$ cat config.mk
export PLATFORM = sky130hd
export DESIGN_NAME = enigma_controller
export DESIGN_NICKNAME = d
export VERILOG_FILES = /design/src/rtl/enigma_pkg.sv /design/src/rtl/enigma_stepper.sv /design/src/rtl/enigma_controller.sv
export SDC_FILE = /design/constraint.sdc
export NUM_CORES = 1
export LEC_CHECK = 0
export BUFFER_PORTS_ARGS = -buffer_cell sky130_fd_sc_hd__buf_2
export CAP_MARGIN = 20
export CELL_PAD_IN_SITES_DETAIL_PLACEMENT = 2
export CELL_PAD_IN_SITES_GLOBAL_PLACEMENT = 2
export CORE_ASPECT_RATIO = 0.6
export CORE_UTILIZATION = 30
export CTS_CLUSTER_DIAMETER = 200
export DETAILED_ROUTE_END_ITERATION = 7
export GPL_ROUTABILITY_DRIVEN = 0
export PLACE_DENSITY = 0.83
export SETUP_SLACK_MARGIN = 0.4
export SYNTH_ARGS = -nofsm -noshare
export SYNTH_HDL_FRONTEND = slang
export SYNTH_SLANG_ARGS = --single-unit
$ cat constraint.sdc
create_clock -name clk_i -period 3 [get_ports clk_i]
set_clock_uncertainty 0.1 [all_clocks]
set_input_delay 0.9 -clock clk_i [delete_from_list [all_inputs] [get_ports clk_i]]
set_output_delay 0.9 -clock clk_i [all_outputs]
set_load 0.02 [all_outputs]
$ cat src/rtl/enigma_pkg.sv
// enigma_pkg: shared types, rotor constants and helpers for the enigma controller.
// Contents:
//   LETTERS            alphabet size (26)
//   letter_t           one-hot letter, bit i = letter i ('A' = bit 0)
//   pos_t              rotor position 0..25
//   NOTCH1/2/3         default turnover positions of rotors I, II, III
//   state_t            controller FSM states
//   is_onehot          true when exactly one letter bit is set
//   pos_inc            increment a position modulo 26
//   pos_wrap, pos_bad  fold a raw 5-bit config value into 0..25 / flag it out of range
package enigma_pkg;

  localparam int LETTERS = 26;

  typedef logic [25:0] letter_t;
  typedef logic [4:0]  pos_t;

  localparam pos_t NOTCH1 = 5'd16;  // rotor I  'Q'
  localparam pos_t NOTCH2 = 5'd4;   // rotor II 'E'
  localparam pos_t NOTCH3 = 5'd21;  // rotor III 'V'

  typedef enum logic [1:0] {
    ST_IDLE = 2'd0,
    ST_STEP = 2'd1,
    ST_ENC  = 2'd2,
    ST_HOLD = 2'd3
  } state_t;

  // Clearing the lowest set bit leaves zero only for a power of two.
  function automatic logic is_onehot(letter_t l);
    return (l != 26'd0) && ((l & (l - 26'd1)) == 26'd0);
  endfunction

  function automatic pos_t pos_inc(pos_t p);
    return (p >= 5'd25) ? 5'd0 : p + 5'd1;
  endfunction

  // Raw values 26..31 fold to 0..5.
  function automatic pos_t pos_wrap(pos_t p);
    return (p > 5'd25) ? p - 5'd26 : p;
  endfunction

  function automatic logic pos_bad(pos_t p);
    return p > 5'd25;
  endfunction

endpackage

$ cat src/rtl/enigma_stepper.sv
// enigma_stepper: combinational next-position logic for a three-rotor stack.
// Optional feature macro: ENIGMA_DOUBLE_STEP_EN (historical double-step of rotor II).
// Ports:
//   n1_i, n2_i, n3_i   current (pre-step) rotor positions, n1 is the fastest rotor
//   n1_o, n2_o, n3_o   positions after one keypress
module enigma_stepper
  import enigma_pkg::*;
#(
  parameter logic [4:0] NOTCH1_P = NOTCH1,
  parameter logic [4:0] NOTCH2_P = NOTCH2
) (
  input  logic [4:0] n1_i,
  input  logic [4:0] n2_i,
  input  logic [4:0] n3_i,
  output logic [4:0] n1_o,
  output logic [4:0] n2_o,
  output logic [4:0] n3_o
);

  logic c1, c2, step2, step3;

  always_comb begin
    // Carries are judged on pre-step positions only.
    c1 = (n1_i == NOTCH1_P);
    c2 = (n2_i == NOTCH2_P);
`ifdef ENIGMA_DOUBLE_STEP_EN
    // Rotor II at its notch is pushed by the rotor III pawl too, so it steps itself.
    step2 = c1 | c2;
    step3 = c2;
`else
    // Odometer: rotor III only moves when rotor II actually leaves its notch.
    step2 = c1;
    step3 = c1 & c2;
`endif
    n1_o = pos_inc(n1_i);
    n2_o = step2 ? pos_inc(n2_i) : n2_i;
    n3_o = step3 ? pos_inc(n3_i) : n3_i;
  end

endmodule

$ cat src/rtl/enigma_controller.sv
// enigma_controller: sequences the combinational enigma core one keypress at a time.
// Accepts a one-hot letter, steps the rotors, samples the core result and
// offers it downstream, all over valid/ready. Macro ENIGMA_DOUBLE_STEP_EN
// selects historical double-stepping (see enigma_stepper).
// Ports:
//   clk_i, rst_i          clock, asynchronous active-high reset
//   cfg_load_i            load start positions cfg_n1_i..cfg_n3_i (highest priority)
//   in_valid_i/in_ready_o/in_letter_i     keypress handshake and one-hot letter
//   core_in_o, n1_o..n3_o                 registered letter and positions to the core
//   core_out_i                            combinational core result
//   out_valid_o/out_ready_i/out_letter_o  ciphertext handshake and registered letter
//   err_o                 sticky [0] non-one-hot key, [1] config value >25
//   n3_at_notch_o         rotor III sits on its turnover position
module enigma_controller
  import enigma_pkg::*;
#(
  parameter logic [4:0] NOTCH1_P = NOTCH1,
  parameter logic [4:0] NOTCH2_P = NOTCH2,
  parameter logic [4:0] NOTCH3_P = NOTCH3
) (
  input  logic        clk_i,
  input  logic        rst_i,
  input  logic        cfg_load_i,
  input  logic [4:0]  cfg_n1_i,
  input  logic [4:0]  cfg_n2_i,
  input  logic [4:0]  cfg_n3_i,
  input  logic        in_valid_i,
  output logic        in_ready_o,
  input  logic [25:0] in_letter_i,
  output logic [25:0] core_in_o,
  output logic [4:0]  n1_o,
  output logic [4:0]  n2_o,
  output logic [4:0]  n3_o,
  input  logic [25:0] core_out_i,
  output logic        out_valid_o,
  input  logic        out_ready_i,
  output logic [25:0] out_letter_o,
  output logic [1:0]  err_o,
  output logic        n3_at_notch_o
);

  state_t  state_q, state_d;
  letter_t core_in_q, core_in_d;
  letter_t out_letter_q, out_letter_d;
  pos_t    n1_q, n1_d, n2_q, n2_d, n3_q, n3_d;
  pos_t    step_n1, step_n2, step_n3;
  logic    out_valid_q, out_valid_d;
  logic [1:0] err_q, err_d;

  enigma_stepper #(
    .NOTCH1_P (NOTCH1_P),
    .NOTCH2_P (NOTCH2_P)
  ) u_stepper (
    .n1_i (n1_q),
    .n2_i (n2_q),
    .n3_i (n3_q),
    .n1_o (step_n1),
    .n2_o (step_n2),
    .n3_o (step_n3)
  );

  // State and datapath registers.
  always_ff @(posedge clk_i or posedge rst_i) begin
    if (rst_i) begin
      state_q      <= ST_IDLE;
      core_in_q    <= 26'd0;
      out_letter_q <= 26'd0;
      out_valid_q  <= 1'b0;
      n1_q         <= 5'd0;
      n2_q         <= 5'd0;
      n3_q         <= 5'd0;
      err_q        <= 2'b00;
    end else begin
      state_q      <= state_d;
      core_in_q    <= core_in_d;
      out_letter_q <= out_letter_d;
      out_valid_q  <= out_valid_d;
      n1_q         <= n1_d;
      n2_q         <= n2_d;
      n3_q         <= n3_d;
      err_q        <= err_d;
    end
  end

  // Next state; a config load aborts any letter in flight.
  always_comb begin
    state_d = state_q;
    if (cfg_load_i) begin
      state_d = ST_IDLE;
    end else begin
      case (state_q)
        ST_IDLE: if (in_valid_i && is_onehot(in_letter_i)) state_d = ST_STEP;
                 else state_d = ST_IDLE;
        ST_STEP: state_d = ST_ENC;
        ST_ENC:  state_d = ST_HOLD;
        ST_HOLD: if (out_ready_i) state_d = ST_IDLE;
                 else state_d = ST_HOLD;
        default: state_d = ST_IDLE;
      endcase
    end
  end

  // Next values of the registered outputs.
  always_comb begin
    core_in_d    = core_in_q;
    out_letter_d = out_letter_q;
    out_valid_d  = out_valid_q;
    n1_d         = n1_q;
    n2_d         = n2_q;
    n3_d         = n3_q;
    err_d        = err_q;
    if (cfg_load_i) begin
      n1_d        = pos_wrap(cfg_n1_i);
      n2_d        = pos_wrap(cfg_n2_i);
      n3_d        = pos_wrap(cfg_n3_i);
      err_d       = {pos_bad(cfg_n1_i) | pos_bad(cfg_n2_i) | pos_bad(cfg_n3_i), 1'b0};
      out_valid_d = 1'b0;
    end else begin
      case (state_q)
        ST_IDLE: begin
          // A malformed key is dropped without touching the core input.
          if (in_valid_i) begin
            if (is_onehot(in_letter_i)) core_in_d = in_letter_i;
            else err_d[0] = 1'b1;
          end else begin
            core_in_d = core_in_q;
          end
        end
        ST_STEP: begin
          n1_d = step_n1;
          n2_d = step_n2;
          n3_d = step_n3;
        end
        ST_ENC: begin
          // Core sees the post-step positions by now.
          out_letter_d = core_out_i;
          out_valid_d  = 1'b1;
        end
        ST_HOLD: begin
          if (out_ready_i) out_valid_d = 1'b0;
          else out_valid_d = 1'b1;
        end
        default: out_valid_d = 1'b0;
      endcase
    end
  end

  assign in_ready_o    = (state_q == ST_IDLE) && !cfg_load_i;
  assign core_in_o     = core_in_q;
  assign n1_o          = n1_q;
  assign n2_o          = n2_q;
  assign n3_o          = n3_q;
  assign out_valid_o   = out_valid_q;
  assign out_letter_o  = out_letter_q;
  assign err_o         = err_q;
  assign n3_at_notch_o = (n3_q == NOTCH3_P);

endmodule

==> flow_metrics.py, run 1 <==
metrics = {
    "drt": {
        "wl_met3_um": 572,
        "avgRoutedWirePerCell_um": 18.6,
        "drt-total-wl_um": 13000,
        "num_vias": 3467,
        "wl_met2_um": 6190,
        "wl_met1_um": 5970,
        "via_per_inst": 4.98,
        "drc": 0,
        "highest_layer": "met4",
        "ant_nets": 0,
        "dr.first_iter.drc_count": 59,
        "drtPass1Iterations": 4,
    },
    "clocking": {
        "cts_buffer_depth": 2,
        "cts_sinks": 72,
        "cts-root-buf": "clkbuf_16",
        "cts_buffers": 9,
        "clk_pin_slew_worst_paths_ns": 0.06,
        "insertion_delay_ns": 0.33,
        "htreeDepth": 3,
        "cts_tree": "built",
    },
    "placement": {
        "dp_hpwl_um": 9920,
        "place_ws_ns": -0.853,
        "portBuffers": 143,
        "place_inst": 672,
    },
    "synth": {
        "yosys_warnings": 0,
        "synth_seq_cells": 72,
        "synth_cells": 337,
        "synth_xor_xnor_area_share_pct": 1.40,
        "seq_area_frac_synth_pct": 48.0,
        "synth.distinct_cells": 43,
        "yosys.area.top_type": "dfrtp_1",
        "synthSimpleGateAreaFrac_pct": 13.3,
        "synth_top_area_share_pct": 48.0,
        "synth_compound_area_share_pct": 11.3,
        "synthMuxAreaShare_pct": 17.9,
        "synth_adder_area_share_pct": 4.93,
        "synth_nets": 423,
        "avgSynthCellArea_um2": 11.1,
        "synth_top_family_by_area": "multiplexers",
        "syn_area_um2": 3760,
        "ys_top_cells_by_area": "dfrtp_1, mux2_2, mux2_4",
    },
    "worst_setup_path": {
        "required_ns": 3.11,
        "worst-path-max-fanout": 7,
        "path_class": "in2reg",
        "end_kind": "flop",
        "cp.arrival_ns": 3.55,
        "start_kind": "input pin",
    },
    "floorplanning": {
        "num_rows": 31,
        "die_w_um": 146,
        "io-pin-count": 144,
        "initial_core_util_pct": 30.9,
        "core-area_um2": 12100,
        "die_area_um2": 13000,
        "die_h_um": 88.7,
    },
    "sta": {
        "slew_violations": 0,
        "hold_viol": 0,
        "fmax_mhz": 290,
        "period_needed_ns": 3.44,
        "post-route-period-util_pct": 115,
        "relSlewSlack_pct": 55.1,
        "tightest_slew_ns": 0.673,
        "setup_viol": 28,
        "rsz0062_at_grt": "yes",
        "worst_hold_slack_ns": 0.403,
        "fin_ws_ns": -0.444,
    },
    "status": {
        "violations": "setup timing",
        "status": "finished with violations",
    },
    "power_and_ir_drop": {
        "cellPowerDensity_nw_per_um2": 637,
        "power.leakage_nw": 2.75,
        "vdd_drop_max_v": 0.000273,
    },
    "finish": {
        "mostFrequentLayoutCells": "buf_2, dfrtp_1, buf_4",
        "fill_cells": 1318,
        "diodes": 0,
        "fin_cells": 696,
        "syn_to_final_growth_pct": 44.2,
        "final_nets": 612,
        "layout_commonest_cell": "buf_2",
        "drive_gt1_share_pct": 52.5,
    },
    "flow_run": {
        "cap_violations": 0,
    },
    "grt": {
        "grt_max_degree": 44,
        "track_usage_pct": 20.2,
        "grt_overflow": 0,
        "grt_pass1_wl_um": 20300,
        "grt_pass1_vias": 3718,
        "antenna_found_initial": 0,
    },
    "min_path": {
        "hold_path_class": "reg2reg",
    },
}
==> metrics by stage <==
stage	total power, mW	utilization, %	setup TNS (ns)	area, µm²
global route	3.64	44.6	-13.24	5420
finish	3.45	44.6	-11.56	5420
floorplan	1.96	-	-17.56	3790
global placement	2.37	40.6	-17.15	4930
detailed placement	2.45	40.6	-22.07	4930
CTS	3.50	43.9	-9.09	5330
==> critical path: stages <==
cell and delay, ns:
buf_6 0.09, or4_4 0.55, nor4_4 0.25, buf_6 0.18
nand3_4 0.10, nor4_4 0.20, xor2_1 0.14, or4_4 0.63
clkbuf_16 0.20, mux2_4 0.29
==> area by class of cell <==
class,count,area [µm²],share of cell area [%]
Clock buffer,9,225,4.16
Clock inverter,7,61.3,1.13
Inverter,17,67.6,1.25
Multi-Input combinational cell,239,1940,35.8
Sequential cell,72,1800,33.3
Tap cell,165,206,3.81
Timing Repair Buffer,187,1110,20.6
==> worst paths after layout <==
kind	startpoint	endpoint	cells past startpoint	slack, ns
max in group asynchronous	rst_i	state_q[0]	3	1.57
hold / removal	out_letter_o[9]	out_letter_o[9]	1	0.40
setup / recovery	in_letter_i[1]	core_in_o[17]	10	-0.44
hold reg to reg	out_letter_o[9]	out_letter_o[9]	1	0.40
min in group asynchronous	rst_i	out_letter_o[24]	2	0.57
setup reg to reg	n1_o[0]	n3_o[3]	8	0.63
==> where the power goes <==
part / leakage [nW] / switching [mW] / internal [mW]
Combinational: 1.70 / 0.622 / 0.438
Clock: 0.135 / 0.451 / 0.576
Sequential: 0.921 / 0.174 / 1.19
Total: 2.75 / 1.25 / 2.21
==> registers in the layout, indices dropped and copies added (netlist names) <==
name and cells:
n1_o 5, state_q 2, core_in_o 26, err_o 2
n3_o 5, n2_o 5, out_letter_o 26, out_valid_o 1
==> Yosys cell counts <==
| library cell | count |
|---|---|
| or3_1 | 1 |
| nor2b_1 | 3 |
| mux2_2 | 33 |
| a211oi_2 | 1 |
| o211ai_1 | 4 |
| nand3b_1 | 1 |
| nor2_1 | 28 |
| and3_1 | 3 |
| a31oi_1 | 4 |
| ha_1 | 14 |
| buf_2 | 1 |
| or2_2 | 1 |
| a221oi_1 | 1 |
| nand2_1 | 23 |
| xnor2_1 | 4 |
| maj3_1 | 1 |
| inv_1 | 17 |
| nand4_1 | 4 |
| a32oi_1 | 1 |
| o31ai_1 | 1 |
| a211oi_1 | 5 |
| o32ai_1 | 2 |
| dfrtp_1 | 72 |
| nor4_4 | 1 |
| a31o_2 | 2 |
| a41oi_1 | 2 |
| clkbuf_1 | 5 |
| xor2_1 | 2 |
| nor4_1 | 5 |
| and4b_1 | 1 |
| a21oi_1 | 18 |
| o21ai_0 | 18 |
| nor3_1 | 11 |
| o311ai_1 | 1 |
| o41ai_1 | 1 |
| nand3_1 | 8 |
| buf_6 | 3 |
| o22ai_1 | 1 |
| a22oi_1 | 1 |
| mux2_4 | 20 |
| a221o_1 | 3 |
| or4_1 | 5 |
| nor3b_1 | 4 |
==> kinds of logic (layout without fill, tap and decap cells) <==
logic type,count (synthesis),count (layout)
xor gates and xnor gates,6,6
muxes,53,53
buffers and inverters,26,220
AOI/OAI and AO/OA,66,66
adders and majority gates,15,15
DFF,72,72
and+or+nand+nor,99,99
==> repair_timing <==
action | 4_1_cts | 5_1_grt
pin swaps | 3 | 3
gates cloned | 0 | 1
resized for setup | 16 | 10
setup endpoints to repair | 29 | 32
setup buffers | 5 | 2
hold buffers | 0 | 0
==> routing by layer <==
layer / vias to the layer above / GRT usage [%]
met5: - / 0
met4: 0 / 5.59
met3: 17 / 4.59
met2: 97 / 34.9
met1: 1735 / 25.7
li1: 1618 / -
(Power assumes the default switching activity.)
==> run 2, diff against run 1 <==
- CAP_MARGIN: 20 -> 10
- CORE_UTILIZATION: 30 -> 29
- PLACE_DENSITY: 0.83 -> 0.81
- clock period: 3 -> 4.4 ns (I/O delays scaled with it)
==> flow_metrics.py, run 2 (synthesis results as in run 1) <==
metrics = {
    "power_and_ir_drop": {
        "p_int_mw": 1.48,
        "switching_share_pct": 36.4,
        "p_seq_share_pct": 39.6,
        "vdd_drop_max_v": 0.000153,
        "total_power_mw": 2.33,
        "power.leakage_nw": 2.53,
        "cellPowerDensity_nw_per_um2": 468,
        "clockPowerShare_pct": 30.5,
        "p_comb_share_pct": 29.8,
        "p_sw_uw": 848,
    },
    "placement": {
        "portBuffers": 143,
        "dpl_cell_area_um2": 4690,
        "dp_hpwl_um": 9140,
    },
    "sta": {
        "slew_violations": 0,
        "relSlewSlack_pct": 37.9,
        "final.setup.tns_ns": 0,
        "post-route-period-util_pct": 90.1,
        "rsz0062_at_grt": "no",
        "period_needed_ns": 3.96,
        "hold_viol": 0,
        "tightest_slew_ns": 0.931,
        "fmax_mhz": 252,
        "setup_viol": 0,
    },
    "min_path": {
        "hold_path_class": "reg2reg",
        "min_path_cells": 1,
    },
    "floorplanning": {
        "die_area_um2": 13400,
        "io-pin-count": 144,
        "die_w_um": 149,
        "die_h_um": 90.2,
        "num_rows": 31,
        "core-area_um2": 12300,
        "initial_core_util_pct": 30.5,
    },
    "clocking": {
        "cts_sinks": 72,
        "htreeDepth": 3,
        "cts_tree": "built",
        "cts_buffers": 9,
        "cts-root-buf": "clkbuf_16",
        "cts_buffer_depth": 2,
        "clk_pin_slew_worst_paths_ns": 0.06,
        "insertion_delay_ns": 0.33,
    },
    "drt": {
        "drtPass1Iterations": 4,
        "drt-total-wl_um": 12100,
        "drc": 0,
        "via_per_inst": 4.97,
        "num_vias": 3273,
        "avgRoutedWirePerCell_um": 18.3,
        "ant_nets": 0,
        "dr.first_iter.drc_count": 53,
    },
    "finish": {
        "syn_to_final_growth_pct": 32.7,
        "fin_area_um2": 4980,
        "diodes": 0,
        "drive_gt1_share_pct": 46.4,
        "final_nets": 575,
        "mostFrequentLayoutCells": "buf_2, dfrtp_1, mux2_2",
        "layout_commonest_cell": "buf_2",
        "postLayoutCoreUtil_pct": 40.4,
    },
    "worst_setup_path": {
        "required_ns": 4.52,
        "worst-path-max-fanout": 12,
        "start_kind": "input pin",
        "reg2reg_depth": 8,
        "path_class": "in2reg",
        "end_kind": "flop",
        "cp.arrival_ns": 4.08,
    },
    "grt": {
        "antenna_found_initial": 0,
        "grt_max_degree": 73,
        "grt_pass1_wl_um": 19400,
        "track_usage_pct": 18.6,
        "grt_overflow": 0,
        "grt_pass1_vias": 3558,
    },
    "status": {
        "status": "finished clean",
    },
    "flow_run": {
        "cap_violations": 0,
    },
}
run 2: final timing paths:
| kind | startpoint | slack, ns | endpoint |
|---|---|---|---|
| max in group asynchronous | rst_i | 2.43 | core_in_o[4] |
| worst max-delay path | in_letter_i[1] | 0.44 | core_in_o[17] |
| worst min register to register | out_letter_o[12] | 0.40 | out_letter_o[12] |
| worst min-delay path | out_letter_o[12] | 0.40 | out_letter_o[12] |
| worst max register to register | n1_o[0] | 1.76 | n3_o[3] |
| min in group asynchronous | rst_i | 1.18 | out_letter_o[0] |
run 2: layout make-up:
| cell class | instances | area [µm²] |
|---|---|---|
| fill | 1348 | 7350 |
| multi-input combinational | 239 | 1850 |
| sequential | 72 | 1800 |
| timing repair buffer | 150 | 772 |
| clock buffer | 9 | 225 |
| tap | 165 | 206 |
| inverter | 17 | 63.8 |
| clock inverter | 7 | 61.3 |
run 2: repair_timing:
action,in CTS,in global routing
endpoints found under the hold margin,0,0
hold buffers,0,0
gates resized for setup,0,1
endpoints found under the setup margin,0,26
buffers inserted,0,1
run 2: per-stage QoR:
stage               worst slack (ns)  hold WS (ns)  cells
floorplan                      0.263         0.467    337
global placement               0.138         0.383    642
detailed placement            0.0792         0.392    642
CTS                            0.419         0.409    658
global route                   0.369         0.418    659
finish                         0.437         0.404    659
run 2: power by group through the flow:
| stage | Sequential [mW] | Clock, mW | Combinational [mW] |
|---|---|---|---|
| 2_1_floorplan | 1.10 | 0 | 0.234 |
| 3_3_place_gp | 0.921 | 0 | 0.676 |
| 3_5_place_dp | 0.940 | 0 | 0.703 |
| 4_1_cts | 0.929 | 0.733 | 0.708 |
| 5_1_grt | 0.949 | 0.758 | 0.760 |
| 6_report | 0.925 | 0.712 | 0.696 |
run 2: critical path, cell delays in order:
cell and delay (ns):
buf_2 0.11, or4_4 0.58, nor4_4 0.30, buf_4 0.21
nand3_2 0.11, nor4_2 0.17, xor2_1 0.14, or4_1 0.57
buf_4 0.23, mux2_4 0.31
run 2: routing by layer:
layer / share of wire, % / GRT usage, % / vias to the layer above / routed length, µm
met5: 0 / 0 / - / 0
met4: 0.73 / 3.83 / 0 / 88
met3: 4.5 / 3.96 / 7 / 547
met2: 47 / 29.7 / 89 / 5620
met1: 48 / 25.6 / 1638 / 5810
li1: - / - / 1539 / -
